## src/rtl/uart_arb_pkg.sv

```systemverilog
// Shared types and constants for the UART transmit arbiter.
package uart_arb_pkg;

    typedef enum logic [1:0] {
        IDLE  = 2'd0,
        START = 2'd1,
        WAIT  = 2'd2
    } state_t;

    localparam logic SRC1 = 1'b0;
    localparam logic SRC2 = 1'b1;

    localparam int unsigned DEFAULT_TIMEOUT_CYCLES = 200000;

endpackage

```

## src/rtl/uart_arb_watchdog.sv

```systemverilog
// Transaction watchdog: loads CYCLES-1 on clear, counts down while enabled,
// and flags expiry once the count hits zero.
module uart_arb_watchdog #(
    parameter int unsigned CYCLES = 16
) (
    input  logic clk,
    input  logic reset,
    input  logic clear,
    input  logic enable,
    output logic expired
);

    localparam int unsigned    WIDTH = $clog2(CYCLES + 1);
    localparam logic [WIDTH-1:0] LOAD = WIDTH'(CYCLES - 1);

    logic [WIDTH-1:0] count;

    // Down-counter; clear has priority over counting, zero is a floor.
    always_ff @(posedge clk) begin
        if (reset) begin
            count <= '0;
        end else if (clear) begin
            count <= LOAD;
        end else if (enable && (count != '0)) begin
            count <= count - WIDTH'(1);
        end
    end

    assign expired = (count == '0);

endmodule

```

## src/rtl/uart_tx_arbiter.sv

```systemverilog
// Two-source arbiter in front of a shared UART TX core. Captures the winning
// byte, acks the source, starts the core and holds the byte until the frame
// ends or the watchdog aborts it.
// Optional feature: define UART_ARB_ROUND_ROBIN_EN for round-robin arbitration;
// otherwise source 1 has fixed priority.
module uart_tx_arbiter
    import uart_arb_pkg::*;
#(
    parameter int unsigned TIMEOUT_CYCLES = DEFAULT_TIMEOUT_CYCLES
) (
    input  logic       clk_i,
    input  logic       reset_i,
    input  logic       req1_i,
    input  logic [7:0] data1_i,
    input  logic       req2_i,
    input  logic [7:0] data2_i,
    output logic       ack1_o,
    output logic       ack2_o,
    input  logic       tx_busy_i,
    input  logic       tx_done_i,
    output logic       tx_start_o,
    output logic [7:0] tx_data_o,
    output logic       owner_o,
    output logic       busy_o,
    output logic       err_o
);

    state_t     state, state_next;
    logic       ack1_next, ack2_next, start_next, owner_next, err_next;
    logic [7:0] data_next;
    logic       capture, winner, expired;

`ifdef UART_ARB_ROUND_ROBIN_EN
    logic ptr;

    // Winner selection: pointer breaks ties between simultaneous requests.
    always_comb begin
        if (req1_i && req2_i) begin
            winner = ptr;
        end else if (req1_i) begin
            winner = SRC1;
        end else begin
            winner = SRC2;
        end
    end

    // Pointer favours the source not granted last once a transaction ends.
    always_ff @(posedge clk_i) begin
        if (reset_i) begin
            ptr <= SRC1;
        end else if ((state != IDLE) && (state_next == IDLE)) begin
            ptr <= ~owner_o;
        end
    end
`else
    // Winner selection: source 1 always wins a tie.
    always_comb begin
        winner = req1_i ? SRC1 : SRC2;
    end
`endif

    // Next-state and next-output logic; all outputs are registered below.
    always_comb begin
        state_next = state;
        ack1_next  = 1'b0;
        ack2_next  = 1'b0;
        start_next = 1'b0;
        data_next  = tx_data_o;
        owner_next = owner_o;
        err_next   = err_o;
        capture    = 1'b0;
        case (state)
            IDLE: begin
                if (req1_i || req2_i) begin
                    capture    = 1'b1;
                    data_next  = (winner == SRC2) ? data2_i : data1_i;
                    owner_next = winner;
                    ack1_next  = (winner == SRC1);
                    ack2_next  = (winner == SRC2);
                    state_next = START;
                end
            end
            START: begin
                // An expired watchdog aborts even if the core just went idle.
                if (expired) begin
                    err_next   = 1'b1;
                    state_next = IDLE;
                end else if (!tx_busy_i) begin
                    start_next = 1'b1;
                    state_next = WAIT;
                end
            end
            WAIT: begin
                // A genuine completion on the expiry edge is not an error.
                if (tx_done_i) begin
                    state_next = IDLE;
                end else if (expired) begin
                    err_next   = 1'b1;
                    state_next = IDLE;
                end
            end
            default: state_next = IDLE;
        endcase
    end

    // State and registered outputs.
    always_ff @(posedge clk_i) begin
        if (reset_i) begin
            state      <= IDLE;
            ack1_o     <= 1'b0;
            ack2_o     <= 1'b0;
            tx_start_o <= 1'b0;
            tx_data_o  <= '0;
            owner_o    <= SRC1;
            err_o      <= 1'b0;
        end else begin
            state      <= state_next;
            ack1_o     <= ack1_next;
            ack2_o     <= ack2_next;
            tx_start_o <= start_next;
            tx_data_o  <= data_next;
            owner_o    <= owner_next;
            err_o      <= err_next;
        end
    end

    assign busy_o = (state != IDLE);

    uart_arb_watchdog #(
        .CYCLES(TIMEOUT_CYCLES)
    ) u_watchdog (
        .clk    (clk_i),
        .reset  (reset_i),
        .clear  (capture),
        .enable (state != IDLE),
        .expired(expired)
    );

endmodule

```

## config.mk

```make
export PLATFORM = sky130hd
export DESIGN_NAME = uart_tx_arbiter
export DESIGN_NICKNAME = d
export VERILOG_FILES = /design/src/rtl/uart_arb_pkg.sv /design/src/rtl/uart_arb_watchdog.sv /design/src/rtl/uart_tx_arbiter.sv
export SDC_FILE = /design/constraint.sdc
export NUM_CORES = 1
export LEC_CHECK = 0
export ABC_AREA = 1
export CELL_PAD_IN_SITES_DETAIL_PLACEMENT = 1
export CELL_PAD_IN_SITES_GLOBAL_PLACEMENT = 2
export CORE_MARGIN = 2
export CORE_UTILIZATION = 27
export DETAILED_ROUTE_END_ITERATION = 10
export GPL_TIMING_DRIVEN = 0
export PLACE_DENSITY_LB_ADDON = 0.1
export SKIP_CTS_REPAIR_TIMING = 1
export SYNTH_ARGS = -nofsm -noshare
export SYNTH_HDL_FRONTEND = slang
export SYNTH_SLANG_ARGS = --single-unit
```

## constraint.sdc

```tcl
create_clock -name clk_i -period 1.9 [get_ports clk_i]
set_input_delay 0.19 -clock clk_i [delete_from_list [all_inputs] [get_ports clk_i]]
set_output_delay 0.19 -clock clk_i [all_outputs]
set_load 0.05 [all_outputs]
```

# Word level (Yosys, flattened, before mapping)
# Cells that the tools add are included.
[totals]
regBits = 33
out_inout_bits = 14
word_cells = 49
[op_classes]
n_addsub = 1
eq_ne = 6
n_mux = 16
bitwise_logic = 3
n_reduce_logical = 14
[ops]
columns = ["cell", "n"]
rows = [
  ["18-bit 2-to-1 mux", 2],
  ["18-bit zero test", 1],
  ["18-bit nonzero test", 1],
  ["18-bit by 1-bit subtractor with 18-bit output (second input constant)", 1],
  ["2-bit 2-to-1 mux", 5],
  ["8-bit 2-to-1 mux", 1],
  ["1-bit 2-to-1 mux", 6],
  ["3-bit inequality test (second input constant)", 2],
  ["2-bit one-hot mux with 3 select lines", 1],
  ["2-bit nonzero test", 3],
  ["3-bit OR reduction", 2],
  ["2-bit inequality test (second input constant)", 2],
  ["2-bit AND reduction", 2],
  ["1-bit NOT", 3],
  ["3-bit AND reduction", 1],
  ["2-bit by 1-bit == test with 1-bit output (second input constant)", 1],
  ["2-bit == test (second input constant)", 1],
  ["2-bit zero test", 1],
  ["1-bit one-hot mux with 2 select lines", 1],
  ["2-bit OR reduction", 1],
  ["1-bit logical AND", 1],
  ["1-bit logical OR", 1],
]

# Longest topological paths before layout
[depth]
word_depth = 4
mapped_depth = 11

# By module
# Synthesis repeated with hierarchy kept, for this count alone.
[unflattened]
hier_cells = 291
area_unflattened_um2 = 1944.4
[modules_own_cells]
columns = ["module", "n_inst", "cells_each", "area_each_um2", "seq_area_each_um2"]
rows = [
  ["uart_arb_watchdog", 1, 189, 1251.2, 360.3],
  ["uart_tx_arbiter", 1, 102, 693.2, 300.3],
]

# Least setup slack after synthesis
# OpenSTA, ideal clock, no wires.
[synth_timing]
kind = "flip-flop to flip-flop"
startpoint = "register u_watchdog.count[0]"
endpoint = "register u_watchdog.count[13]"
arrival_ns = 1.346
required_ns = 1.783
slack_ns = 0.437
path_stages_with_launch = 10
path_buffers = 1
cell_sequence = "dfxtp_1 inv_1 ha_1 nand3_1 nor2_4 a21oi_2 buf_2 nand3_1 nand2_1 a21oi_1"
[synth_between]
elab_chain_cells = 2
[synth_rtl]
columns = ["item", "line", "source"]
rows = [
  ["from (decl)", "uart_arb_watchdog.sv:16", "logic [WIDTH-1:0] count;"],
  ["from (signal assigned)", "uart_arb_watchdog.sv:25", "count <= count - WIDTH'(1);"],
  ["parallel branches: the longest is 2 deep, another holds 18-bit by 1-bit subtractor with 18-bit output", "n/a", ""],
]
# Parallel ways; which one is timed is not known.
# A chain may end at the register's enable or synchronous reset.

# Worst setup path after layout
[layout_timing]
startpoint = "register tx_data_o[1]"
endpoint = "output port tx_data_o[1]"
[layout_rtl]
columns = ["item", "line", "source"]
rows = [
  ["from (decl)", "uart_tx_arbiter.sv:22", "output logic [7:0] tx_data_o,"],
  ["from (signal assigned)", "uart_tx_arbiter.sv:121", "tx_data_o <= data_next;"],
]
# No word-level cell between the ends.

==> impl_metrics.yaml <==
min_path:
  hold_path.class: "in2reg"
worst_setup_path:
  max_stage_delay_ns: 0.83
  cp-end-kind: "primary output"
  crit_chain: "clkdlybuf4s50_1"
  worst_setup_path_start_kind: "flop"
  arrival_ns: 1.46
  slowest_stage: "clkdlybuf4s50_1"
  crit_family: "buffers and inverters"
  required_ns: 1.71
  critPathMaxFanout: 2
  path_buf_inv: 1
  crit_type: "reg2out"
timing:
  finalSetupTns_ns: 0
  tightest_slew_ns: 0.564
  fmaxAchievable_mhz: 607
  holdWs_ns: 0.433
  min_period_ns: 1.65
  setup_viol: 0
  slew_headroom_pct: 62.4
  hold_violations: 0
  rsz0062_at_grt: "false"
  slew_violations: 0
  clock_skew_ns: 0.00439
  finalCritPeriodShare_pct: 86.8
synth:
  yosysSeqAreaShare_pct: 37.1
  synth-simple-area-share_pct: 39.6
  ys_types: 30
  synth_warnings: 0
  synth-adder-area-share_pct: 1.41
  ys_seq_elements: 33
  synth.net_count: 287
  synth.avg_cell_area_sq_um: 6.77
  synthCells: 263
  synth_mux_area_share_pct: 0
  synth_area_sq_um: 1780
  synth_top_family_by_area: "simple AND/OR/NAND/NOR gates"
  synth-compound-area-share_pct: 9.14
  synthXorXnorAreaFrac_pct: 3.44
clock_tree:
  root_buffer: "clkbuf_8"
  cts_buffers: 5
  cts_num_sinks: 33
  clk_latency_ns: 0.29
  htreeDepth: 2
  path_clk_slew_ns: 0.07
  cts_tree: "yes"
  clk_path_buf_depth: 2
power_and_ir_drop:
  irDropWorstVdd_v: 0.000364
  p_per_area_nw_per_um2: 1060
  total_power_w: 0.00250
  p_leak_nw: 1.07
  clkPwrFrac_pct: 28.6
  switching_power_w: 0.000967
  pwr-share-comb_pct: 36.9
  switching_share_pct: 38.7
  internal_power_w: 0.00153
  seqPwrFrac_pct: 34.6
floorplan:
  dieArea_sq_um: 7260
  core_area_sq_um: 6350
  initial_core_util_pct: 28.0
  fp.dieW_um: 85.2
  rows: 29
  io_pins: 36
  die_h_um: 85.2
drt:
  drtPass1Iterations: 4
  detail_route.drc_violations: 0
  drt-vias-per-instance: 4.51
  drt-total-wl_mm: 5.17
  wl_per_cell_um: 13.5
  drt_iter0_drc: 30
  detail-route-antenna-nets: 0
  vias: 1727
global_routing:
  grt_first_pass_wirelength_mm: 8.91
  grt_pass1_vias: 1816
  grt_start_max_net_pins: 11
  grt_usage_pct: 15.6
  gr-total-overflow: 0
  antenna_found_initial: 0
placed_design:
  place_congestion: 0.731
  io_buffers: 35
  dp_hpwl_mm: 3.99
  place_area_sq_um: 2230
final_layout:
  final_common_cell: "nand2_1"
  diodes: 0
  drive_gt1_share_pct: 9.48
  areaGrowthSynthToFinish_pct: 32.3
  num-nets-final: 329
  regArea_sq_um: 661
  mostFrequentLayoutCells: "nand2_1 (78), clkdlybuf4s50_1 (34), dfxtp_1 (33)"
  stdcell_area_sq_um: 2360
  multi_input_area_sq_um: 961
  fillers: 808
  final_util_pct: 37.1
status:
  outcome: "finished clean"
flow_run:
  cap_violations: 0
-- tightest hold or removal path, cell delays in order --
cell	delay (ns)
clkdlybuf4s50_1	0.39
nand2_1	0.06
nand2_1	0.04
-- per-stage QoR --
step | worst slack, ns | instances
floorplan | 0.437 | 263
global placement | 0.0696 | 375
detailed placement | 0.0849 | 375
CTS | -0.0293 | 383
global route | 0.0576 | 383
finish | 0.252 | 383
-- worst paths after layout --
path,from,to,slack (ns),cells after the start
setup / recovery,tx_data_o[1]$_SDFFE_PP0P_,tx_data_o[1],0.25,1
hold / removal,data1_i[7],tx_data_o[7]$_SDFFE_PP0P_,0.43,3
setup reg to reg,u_watchdog.count[0]$_SDFFE_PP0P_,u_watchdog.count[8]$_SDFFE_PP0P_,0.26,11
hold reg to reg,owner_o$_SDFFE_PP0P_,owner_o$_SDFFE_PP0P_,0.45,2
-- logic make-up (layout without fill, tap and decap cells) --
logic type                 after synthesis  after routing
xor gates and xnor gates                 7              7
and+or+nand+nor                        157            157
adders and majority gates                2              2
buffers and inverters                   39             82
DFF                                     33             33
AOI/OAI and AO/OA                       25             25
-- synthesized netlist by cell type (all sizes together) --
| cell | instances | area, sq um |
|---|---|---|
| nor3b | 1 | 7.51 |
| inv | 32 | 123 |
| nand4 | 3 | 18.8 |
| o211ai | 1 | 7.51 |
| dfxtp | 33 | 661 |
| a31oi | 4 | 25.0 |
| xor2 | 4 | 35.0 |
| ha | 2 | 25.0 |
| a21oi | 12 | 75.1 |
| xnor2 | 3 | 26.3 |
| clkbuf | 2 | 7.51 |
| o21ai | 2 | 10.0 |
| buf | 4 | 32.5 |
| nand2 | 81 | 322 |
| clkinv | 1 | 3.75 |
| nand3 | 30 | 150 |
| nor3 | 4 | 31.3 |
| or2 | 1 | 6.26 |
| nor2 | 37 | 169 |
| a22oi | 6 | 45.0 |
-- layout make-up --
cell class                 instances  share of cell area, %
tap                               77                   4.09
clock buffer                       7                   3.66
clock inverter                     1                   1.27
sequential                        33                   28.0
inverter                          33                   5.36
buffer                             6                   1.81
timing repair buffer              35                   15.0
multi-input combinational        191                   40.8
-- metal layers --
layer,part of all wire [%],GRT usage (%),vias up
li1,-,-,916
met1,50,20.7,776
met2,45,25.1,28
met3,4.0,3.50,7
met4,1.7,5.19,0
met5,0,0,-
-- power groups by stage --
| stage | logic (W) | registers (W) | clock network [W] |
|---|---|---|---|
| final | 0.000920 | 0.000864 | 0.000713 |
| after global routing | 0.00104 | 0.000880 | 0.000763 |
| after CTS | 0.000930 | 0.000865 | 0.000737 |
| after detailed placement | 0.000926 | 0.000880 | 0 |
| after global placement | 0.000925 | 0.000878 | 0 |
| after floorplan | 0.000554 | 0.000958 | 0 |
-- sequential cells by signal, indices dropped and copies added (netlist names) --
signal,count
ack1_o,1
ack2_o,1
err_o,1
u_watchdog.count,18
tx_data_o,8
tx_start_o,1
state,2
owner_o,1
(Power assumes the default switching activity.)
